`src/rtl/tempo_pkg.sv`:
```
// rtl/tempo_pkg.sv - shared types, default tempo constants and the step arithmetic for tempo_ctrl
package tempo_pkg;

  typedef enum logic [2:0] {
    IDLE,
    DEB_PRESS,
    HOLD,
    REPEAT,
    DEB_REL
  } tempo_state_t;

  typedef logic [1:0] btn_code_t;

  localparam btn_code_t CODE_NONE = 2'b00;
  localparam btn_code_t CODE_DEC  = 2'b01;
  localparam btn_code_t CODE_INC  = 2'b10;
  localparam btn_code_t CODE_BOTH = 2'b11;

  localparam int BPM_INIT_DEF = 120;
  localparam int BPM_MIN_DEF  = 40;
  localparam int BPM_MAX_DEF  = 240;
  localparam int BPM_STEP_DEF = 10;

  // 9-bit intermediates so a step past either end clamps instead of wrapping
  function automatic logic [7:0] next_bpm(input btn_code_t code, input logic [7:0] cur,
                                          input logic [7:0] init, input logic [7:0] lo,
                                          input logic [7:0] hi, input logic [7:0] step);
    logic [8:0] sum;
    logic [8:0] diff;
    sum  = {1'b0, cur} + {1'b0, step};
    diff = {1'b0, cur} - {1'b0, step};
    case (code)
      CODE_INC:  next_bpm = (sum > {1'b0, hi}) ? hi : sum[7:0];
      CODE_DEC:  next_bpm = (diff[8] || (diff[7:0] < lo)) ? lo : diff[7:0];
      CODE_BOTH: next_bpm = init;
      default:   next_bpm = cur;
    endcase
  endfunction

endpackage

```
`src/rtl/btn_sync.sv`:
```
// rtl/btn_sync.sv - parameterised-width two-flop synchroniser for raw button levels
module btn_sync #(
  parameter int WIDTH = 2
) (
  input  logic             clk,
  input  logic             rst,
  input  logic [WIDTH-1:0] d,
  output logic [WIDTH-1:0] q
);

  logic [WIDTH-1:0] meta;

  always_ff @(posedge clk or posedge rst) begin
    if (rst) begin
      meta <= '0;
      q    <= '0;
    end else begin
      meta <= d;
      q    <= meta;
    end
  end

endmodule

```
`src/rtl/tempo_ctrl.sv`:
```
// rtl/tempo_ctrl.sv - debounced +/- tempo buttons with clamping, both-button restore and load strobe
// TEMPO_AUTOREPEAT_EN: when defined, a held inc/dec button auto-repeats after HOLD_CYC.
module tempo_ctrl
  import tempo_pkg::*;
#(
  parameter int BPM_INIT     = BPM_INIT_DEF,
  parameter int BPM_MIN      = BPM_MIN_DEF,
  parameter int BPM_MAX      = BPM_MAX_DEF,
  parameter int BPM_STEP     = BPM_STEP_DEF,
  parameter int DEBOUNCE_CYC = 1_000_000,
  parameter int HOLD_CYC     = 25_000_000,
  parameter int REPEAT_CYC   = 5_000_000
) (
  input  logic       clk,
  input  logic       rst,
  input  logic       botao1,
  input  logic       botao2,
  output logic [7:0] bpm,
  output logic       bpm_load,
  output logic       lim_min,
  output logic       lim_max
);

  localparam int CYC_A   = (DEBOUNCE_CYC > HOLD_CYC) ? DEBOUNCE_CYC : HOLD_CYC;
  localparam int CYC_MAX = (CYC_A > REPEAT_CYC) ? CYC_A : REPEAT_CYC;
  localparam int CNT_W   = (CYC_MAX > 1) ? $clog2(CYC_MAX) : 1;

  // The entry edge into a debounce state already consumed the first stable cycle
  localparam logic [CNT_W-1:0] DEB_LAST = CNT_W'(DEBOUNCE_CYC - 2);
`ifdef TEMPO_AUTOREPEAT_EN
  localparam logic [CNT_W-1:0] HOLD_LAST = CNT_W'(HOLD_CYC - 1);
  localparam logic [CNT_W-1:0] REP_LAST  = CNT_W'(REPEAT_CYC - 1);
`endif

  btn_code_t    code;
  btn_code_t    code_q;
  tempo_state_t state;
  logic [CNT_W-1:0] cnt;
  logic [7:0]   bpm_next;
  logic         init_pending;

  btn_sync #(.WIDTH(2)) u_sync (
    .clk (clk),
    .rst (rst),
    .d   ({botao2, botao1}),
    .q   (code)
  );

  assign bpm_next = next_bpm(code_q, bpm, 8'(BPM_INIT), 8'(BPM_MIN), 8'(BPM_MAX), 8'(BPM_STEP));

  assign lim_min = (bpm == 8'(BPM_MIN));
  assign lim_max = (bpm == 8'(BPM_MAX));

  always_ff @(posedge clk or posedge rst) begin
    if (rst) begin
      state        <= IDLE;
      code_q       <= CODE_NONE;
      cnt          <= '0;
      bpm          <= 8'(BPM_INIT);
      bpm_load     <= 1'b0;
      init_pending <= 1'b1;
    end else begin
      // First edge out of reset tells the divider to load the initial tempo
      bpm_load     <= init_pending;
      init_pending <= 1'b0;
      case (state)
        IDLE: begin
          if (code != CODE_NONE) begin
            code_q <= code;
            cnt    <= '0;
            state  <= DEB_PRESS;
          end
        end
        DEB_PRESS: begin
          if (code != code_q) begin
            state <= IDLE;
          end else if (cnt == DEB_LAST) begin
            if (bpm_next != bpm) begin
              bpm      <= bpm_next;
              bpm_load <= 1'b1;
            end
            cnt   <= '0;
            state <= HOLD;
          end else begin
            cnt <= cnt + CNT_W'(1);
          end
        end
        HOLD, REPEAT: begin
          if (code == CODE_NONE) begin
            cnt   <= '0;
            state <= DEB_REL;
          end else if (code != code_q) begin
            code_q <= code;
            cnt    <= '0;
            state  <= DEB_PRESS;
          end
`ifdef TEMPO_AUTOREPEAT_EN
          else if ((code_q != CODE_BOTH) &&
                   (cnt == ((state == HOLD) ? HOLD_LAST : REP_LAST))) begin
            if (bpm_next != bpm) begin
              bpm      <= bpm_next;
              bpm_load <= 1'b1;
            end
            cnt   <= '0;
            state <= REPEAT;
          end else begin
            cnt <= cnt + CNT_W'(1);
          end
`endif
        end
        DEB_REL: begin
          // Release bounce drops back to HOLD without stepping again
          if (code != CODE_NONE) begin
            cnt   <= '0;
            state <= HOLD;
          end else if (cnt == DEB_LAST) begin
            state <= IDLE;
          end else begin
            cnt <= cnt + CNT_W'(1);
          end
        end
        default: state <= IDLE;
      endcase
    end
  end

endmodule

```
`config.mk`:
```
export PLATFORM = sky130hd
export DESIGN_NAME = tempo_ctrl
export DESIGN_NICKNAME = d
export VERILOG_FILES = /design/src/rtl/tempo_pkg.sv /design/src/rtl/btn_sync.sv /design/src/rtl/tempo_ctrl.sv
export SDC_FILE = /design/constraint.sdc
export NUM_CORES = 1
export LEC_CHECK = 0
export BUFFER_PORTS_ARGS = -buffer_cell sky130_fd_sc_hd__buf_2
export CELL_PAD_IN_SITES_DETAIL_PLACEMENT = 0
export CELL_PAD_IN_SITES_GLOBAL_PLACEMENT = 1
export CORE_MARGIN = 5
export CORE_UTILIZATION = 50
export DETAILED_ROUTE_END_ITERATION = 12
export PLACE_DENSITY = 0.93
export RECOVER_POWER = 100
export SYNTH_ARGS = -nofsm -noshare
export SYNTH_HDL_FRONTEND = slang
export SYNTH_SLANG_ARGS = --single-unit
```
`constraint.sdc`:
```
create_clock -name clk -period 7.75 [get_ports clk]
set_input_delay 1.9375 -clock clk [delete_from_list [all_inputs] [get_ports clk]]
set_output_delay 1.9375 -clock clk [all_outputs]
set_load 0.005 [all_outputs]
```
==> results of run 1 <==
==> cell usage after synthesis, drive strengths merged (5+ instances only) <==
| cell | count | area (um^2) |
|---|---|---|
| nand2 | 35 | 131 |
| dfstp | 5 | 131 |
| o31ai | 8 | 60.1 |
| nand3 | 21 | 105 |
| dfrtp | 39 | 976 |
| inv | 15 | 56.3 |
| o21ai | 23 | 115 |
| clkbuf | 9 | 33.8 |
| buf | 12 | 68.8 |
| a21oi | 20 | 104 |
| nor2 | 39 | 146 |
| nand4 | 10 | 62.6 |
| xnor2 | 15 | 131 |
| nor4 | 9 | 62.6 |
| nor2b | 10 | 62.6 |
| nor3 | 14 | 70.1 |
| a31oi | 5 | 31.3 |
==> power by group <==
group	switching [mW]	leakage, nW	total [mW]	internal [mW]
registers	0.0398	0.578	0.283	0.243
logic	0.148	0.638	0.234	0.0862
clock network	0.0854	0.0548	0.183	0.0972
total	0.273	1.27	0.699	0.426
==> kinds of logic after synthesis <==
family,Yosys count,share of synthesized area [%]
xor gates and xnor gates,17,4.83
DFF,44,35.9
other,1,0.122
adders and majority gates,4,1.62
muxes,5,1.87
and+or+nand+nor,170,29.0
AOI/OAI and AO/OA,95,21.5
buffers and inverters,36,5.16
==> worst register-to-register path: cells and delay by family, from the launching register on <==
family	cells	cell delay (ps)
simple gates	4	1160
compound gates	3	1810
fa+ha+maj	1	140
buf+inv	1	90
flops	1	450
==> layout make-up <==
class,instances,area [um^2]
fillers,598,2720
multi-input cells,292,1790
flip-flops and latches,44,1110
well taps,75,93.8
clock buffers,5,68.8
repair buffers,14,66.3
inverters,15,56.3
clock inverters,3,46.3
==> worst max-delay path by stage <==
stage,depth (start not counted),end,from,slack (ps)
2_1_floorplan,3,lim_min,bpm[3],4410
3_3_place_gp,3,lim_min,bpm[3],4240
3_5_place_dp,3,lim_min,bpm[3],4220
4_1_cts,3,lim_min,bpm[3],3880
5_1_grt,3,lim_min,bpm[3],3510
6_report,3,lim_min,bpm[3],3680
==> registers in the layout, summed over array words and instances, names as in the netlist <==
name / flops
u_sync.q: 2
u_sync.meta: 2
cnt: 25
state: 3
bpm_load: 1
init_pending: 1
bpm: 8
code_q: 2
==> stage by stage <==
step	hold slack, ps	worst slack (ps)	util [%]
after floorplan	331	4410	-
after global placement	332	4240	52.8
after detailed placement	336	4220	52.8
after CTS	356	3880	54.7
after global routing	374	3510	54.3
final	355	3680	54.3
==> metal layers <==
metal,track usage [%],vias to the layer above
li1,-,1359
met1,27.2,1334
met2,33.1,101
met3,4.10,13
met4,5.49,0
met5,0,-
==> metrics.cfg, run 1 <==
[run_status]
outcome=complete, but fails checks
violations=max-capacitance violations, max-slew violations

[route]
wl_um=7220
drt_iter0_markers=180
highest_layer=met4
via_per_inst=6.27
via_count=2807
detail-route-antenna-nets=0
dr_wl_met3_um=432
drc_errors=0
wl_per_cell_um=16.1
route.met2.wl_um=3440
wl_met1_um=3240
dr.pass1.iters=5

[floorplan]
start_util_pct=51.7
core.rowCount=28
num_io_pins=15
die_area_um2=7830
die_height_um=88.5
fp.dieW_um=88.5
fp.coreArea_um2=5960

[placed_design]
dp_cells=440
gp_congestion=0.933
port_buffers=14
dpl_cell_area_um2=3140
dp_hpwl_um=4970

[critical_path]
max_stage_delay_ps=900
path_cells=or4b_1 > nor4_1 > buf_2
reg2reg_depth=9
startpoint_type=flop
cp.buffers_inverters=1
worst_setup_path_end_kind=output pin
r2r-end=cnt[20]
cpMaxStageDelayCell=dfstp_1
required_ps=5810
cp.arrival_ps=2130
criticalPathCategory=reg2out
reg2reg_from=cnt[0]
ff2ff_setup_slack_ps=4030
path_max_fanout=19
crit_family=flip-flops

[yosys]
async_flop_share_pct=100
synth_edf_count=0
ys_seq_area_share_pct=35.9
postSynthNetCount=380
syn_area_um2=3080
syn_avg_cell_area_um2=8.28
ys_ff_latch=44
ys.flop_type=dfrtp_1
synth_cells=372
yosys_warnings=0
ys_types=76

[sta]
relSlewSlack_pct=-23.9
min_period_ps=4070
grt_setup_unrepaired=no
finalCritPeriodShare_pct=52.5
hold_viol_final=0
setup_tns_ps=0
skew_ps=10.6
report.final.slew_viol_count=74
max_freq_mhz=246
worst_slew_pin_slew_ps=1860
setup_violations=0

[clock_tree]
cts.repair_timing.setup_buffer_count=0
clkTransAtPathRegs_ps=90
cts_hold_buf=0
cts_root_buf=clkbuf_8
cts_resized=0
max-clock-path-buffers=2
htreeDepth=2
cts_buffers=5
cts_tree=yes
clock_sinks=44
insertion_delay_ps=310

[layout]
fin_nets=380
stdcell_count=448
final_cell_mix=nor2_1 (39), dfrtp_1 (39), nand2_1 (35)
drive_above_1_share_pct=9.65
finalInstanceArea_um2=3230
area.growth.synth_to_final_pct=4.87
antenna_cells=0

[global_routing]
grt_pass1_vias=2656
overflow=0
grt_max_degree=45
grt_antenna_before_repair=0
grtUsageTotal_pct=20.2
grt_pass1_wl_um=12600

[hold_path]
hold_start=u_sync.meta[1]
hold_depth=0
hold_path_end=u_sync.q[1]
holdCritPathClass=reg2reg

[job]
maxCapViolations=2

[power_and_ir_drop]
leakage_nw=1.27
power_mw=0.699
ir_drop_mv=0.150
power_density_nw_per_um2=216

(Power assumes the default switching activity.)
==> run 2, diff against run 1 <==
ABC_AREA = 1   (was not set)
CORE_UTILIZATION = 44   (was 50)
PLACE_DENSITY = 0.87   (was 0.93)
clock period = 4.2 ns   (was 7.75 ns; I/O delays follow)
==> metrics.cfg, run 2 <==
[critical_path]
ff2ff_setup_slack_ps=910  ; -3120 ps
r2r-end=code_q[0]
path_max_fanout=23  ; +4
worst_setup_path_end_kind=flop
criticalPathCategory=reg2reg
reg2reg_from=cnt[0]
max_stage_delay_ps=710  ; -190 ps
path_cells=inv_1 > ha_1 > nand4_1 > nor4_1 > nand4_1 > o211ai_1 > buf_4 > inv_1 > nand2_1 > nand3_1 > nand2_1 > o21ai_0
reg2reg_depth=12  ; +3
cp.arrival_ps=3470  ; +1340 ps
startpoint_type=flop
required_ps=4380  ; -1430 ps
cpMaxStageDelayCell=o211ai_1

[route]
via_count=3274  ; +17%
wl_per_cell_um=13.6  ; -16%
drt_iter0_markers=292  ; +62%
wl_um=8290  ; +15%
via_per_inst=5.37  ; -14%
drc_errors=0  ; unchanged
detail-route-antenna-nets=0  ; unchanged
dr.pass1.iters=5  ; unchanged

[hold_path]
hold_start=u_sync.meta[1]
hold_depth=0  ; unchanged
holdCritPathClass=reg2reg
hold_path_end=u_sync.q[1]

[global_routing]
grt_pass1_wl_um=14000  ; +11%
grtUsageTotal_pct=19.3  ; -0.85 points
grt_pass1_vias=2963  ; +12%
grt_max_degree=45  ; unchanged
grt_antenna_before_repair=0  ; unchanged
overflow=0  ; unchanged

[sta]
min_period_ps=3290
report.final.slew_viol_count=45  ; -39%
skew_ps=9.92  ; -0.667 ps
setup_tns_ps=0  ; unchanged
max_freq_mhz=304
setup_violations=0  ; unchanged
grt_setup_unrepaired=no
setup_ws_ps=908  ; -2780 ps
finalCritPeriodShare_pct=78.4
relSlewSlack_pct=-13.6  ; +10 points
worst_slew_pin_slew_ps=1700  ; -156 ps
hold_viol_final=0  ; unchanged

[power_and_ir_drop]
power_density_nw_per_um2=438  ; +100%
ir_drop_mv=0.279  ; +86%
power_mw=1.52  ; +120%
leakage_nw=1.68  ; +32%

[placed_design]
place_ws_ps=1430  ; -2790 ps
gp_congestion=0.904  ; -3.0%
port_buffers=14  ; unchanged
dpl_cell_area_um2=3410  ; +8.6%
dp_hpwl_um=6310  ; +27%

[yosys]
synth_fa_ha_area_share_pct=1.54  ; -0.086 points
synth_compound_area_share_pct=8.08  ; -13 points
ys.flop_type=dfrtp_1
syn_avg_cell_area_um2=6.56  ; -21%
synthXorXnorAreaFrac_pct=3.19  ; -1.6 points
synthSimpleGateAreaFrac_pct=43.3  ; +14 points
yosysTopAreaCell=dfrtp_1
ys_types=34  ; -55%
synth.area.mux_share_pct=0  ; -1.9 points
yosys_warnings=0  ; unchanged
synthTopCellsByArea=dfrtp_1 (30%), nand2_1 (16%), nand3_1 (8.5%)
synth_top_family_by_area=simple AND/OR/NAND/NOR gates
ys_seq_area_share_pct=34.0  ; -1.9 points
synth_cells=496  ; +33%
yosysMostFrequentCell=nand2_1
synth_top_cell_area_share_pct=30.0  ; -1.7 points
async_flop_share_pct=100  ; unchanged
synthTopCellsByCount=nand2_1 (140), inv_1 (68), nand3_1 (55)
syn_area_um2=3250  ; +5.6%
synth_edf_count=0  ; unchanged
postSynthNetCount=504  ; +33%
ys_ff_latch=44  ; unchanged

[layout]
finalInstanceArea_um2=3470  ; +7.4%
final_common_cell=nand2_1
antenna_cells=0  ; unchanged
area.growth.synth_to_final_pct=6.69
fin_util_pct=48.1  ; -6.2 points
layout.area.seq_um2=1110  ; unchanged
top_regs=cnt x25, bpm x8, state x3
drive_above_1_share_pct=6.85  ; -2.8 points
fillerInstances=786  ; +31%
fin_nets=518  ; +36%
largest_reg_flops=25  ; unchanged
multi_input_area_um2=1780  ; -0.63%
final_cell_mix=nand2_1 (146), inv_1 (70), nand3_1 (55)
largest-register=cnt

[clock_tree]
cts_hold_buf=0  ; unchanged
insertion_delay_ps=300  ; about the same
clock_sinks=44  ; unchanged
htreeDepth=2  ; unchanged
clkTransAtPathRegs_ps=90  ; about the same
cts_buffers=5  ; unchanged
cts_resized=0  ; unchanged
cts_root_buf=clkbuf_8
max-clock-path-buffers=2  ; unchanged
cts.repair_timing.setup_buffer_count=0  ; unchanged
cts_tree=yes

[floorplan]
num_io_pins=15  ; unchanged
fp.coreArea_um2=7210  ; +21%
die_area_um2=9210  ; +18%
core.rowCount=31  ; +11%
fp.dieW_um=96.0  ; +8.5%
die_height_um=96.0  ; +8.5%
start_util_pct=45.1  ; -6.7 points

[run_status]
outcome=complete, but fails checks
violations=max-capacitance violations, max-slew violations

[job]
maxCapViolations=1  ; -1

==> run 2: changes by cell type after synthesis, sizes merged, moves of 5 or more <==
cell    before  now
a31oi        5    0
nor2b       10    0
xor2         2    7
nand4       10   16
inv         15   73
nor3        14   19
buf         12    7
nand2       35  149
clkbuf       9    1
nor2        39   52
xnor2       15    4
o31ai        8    3
nand3       21   56
==> run 2: worst max path at each step <==
stage	startpoint	to
global route	cnt[0]	code_q[1]
finish	cnt[0]	code_q[0]
global placement	cnt[0]	code_q[1]
CTS	cnt[0]	code_q[0]
detailed placement	cnt[0]	code_q[0]
floorplan	bpm[1]	bpm[1]
==> run 2: worst max-delay path, delay by kind of cell, from the launching register on <==
| kind | cells | cell delay (ps) |
|---|---|---|
| AO/OA/AOI/OAI | 2 | 780 |
| adder cells (fa/ha/maj) | 1 | 180 |
| flip-flops | 1 | 440 |
| AND/OR/NAND/NOR | 6 | 1010 |
| buffers and inverters | 3 | 730 |
==> run 2: final cells by class <==
type,count,share of cell area (%)
clock buffers,5,1.98
clock inverters,3,1.23
well taps,99,3.57
flip-flops and latches,44,31.9
inverters,73,7.89
repair buffers,15,2.09
multi-input cells,371,51.3
==> run 2: metrics by stage <==
stage                     hold WS, ps  cells
final                             356    610
after global routing              378    610
after CTS                         358    610
after detailed placement          338    602
after global placement            334    602
after floorplan                   331    496
==> run 2: cells by family after synthesis <==
kind of cell,count (synthesis)
DFF,44
xor gates and xnor gates,11
buffers and inverters,81
AOI/OAI and AO/OA,47
and+or+nand+nor,308
other,1
adders and majority gates,4
==> run 2: power by group <==
| part | internal (mW) | switching (mW) | leakage (nW) |
|---|---|---|---|
| clock network | 0.176 | 0.157 | 0.0541 |
| registers | 0.459 | 0.0383 | 0.579 |
| logic | 0.195 | 0.497 | 1.04 |
| total | 0.830 | 0.692 | 1.68 |
==> run 2: routing by layer <==
metal  global-route usage [%]  part of all wire (%)
met4                     4.98                   1.2
met5                        0                     0
met1                     27.7                    48
met3                     3.13                   6.0
met2                     30.2                    45
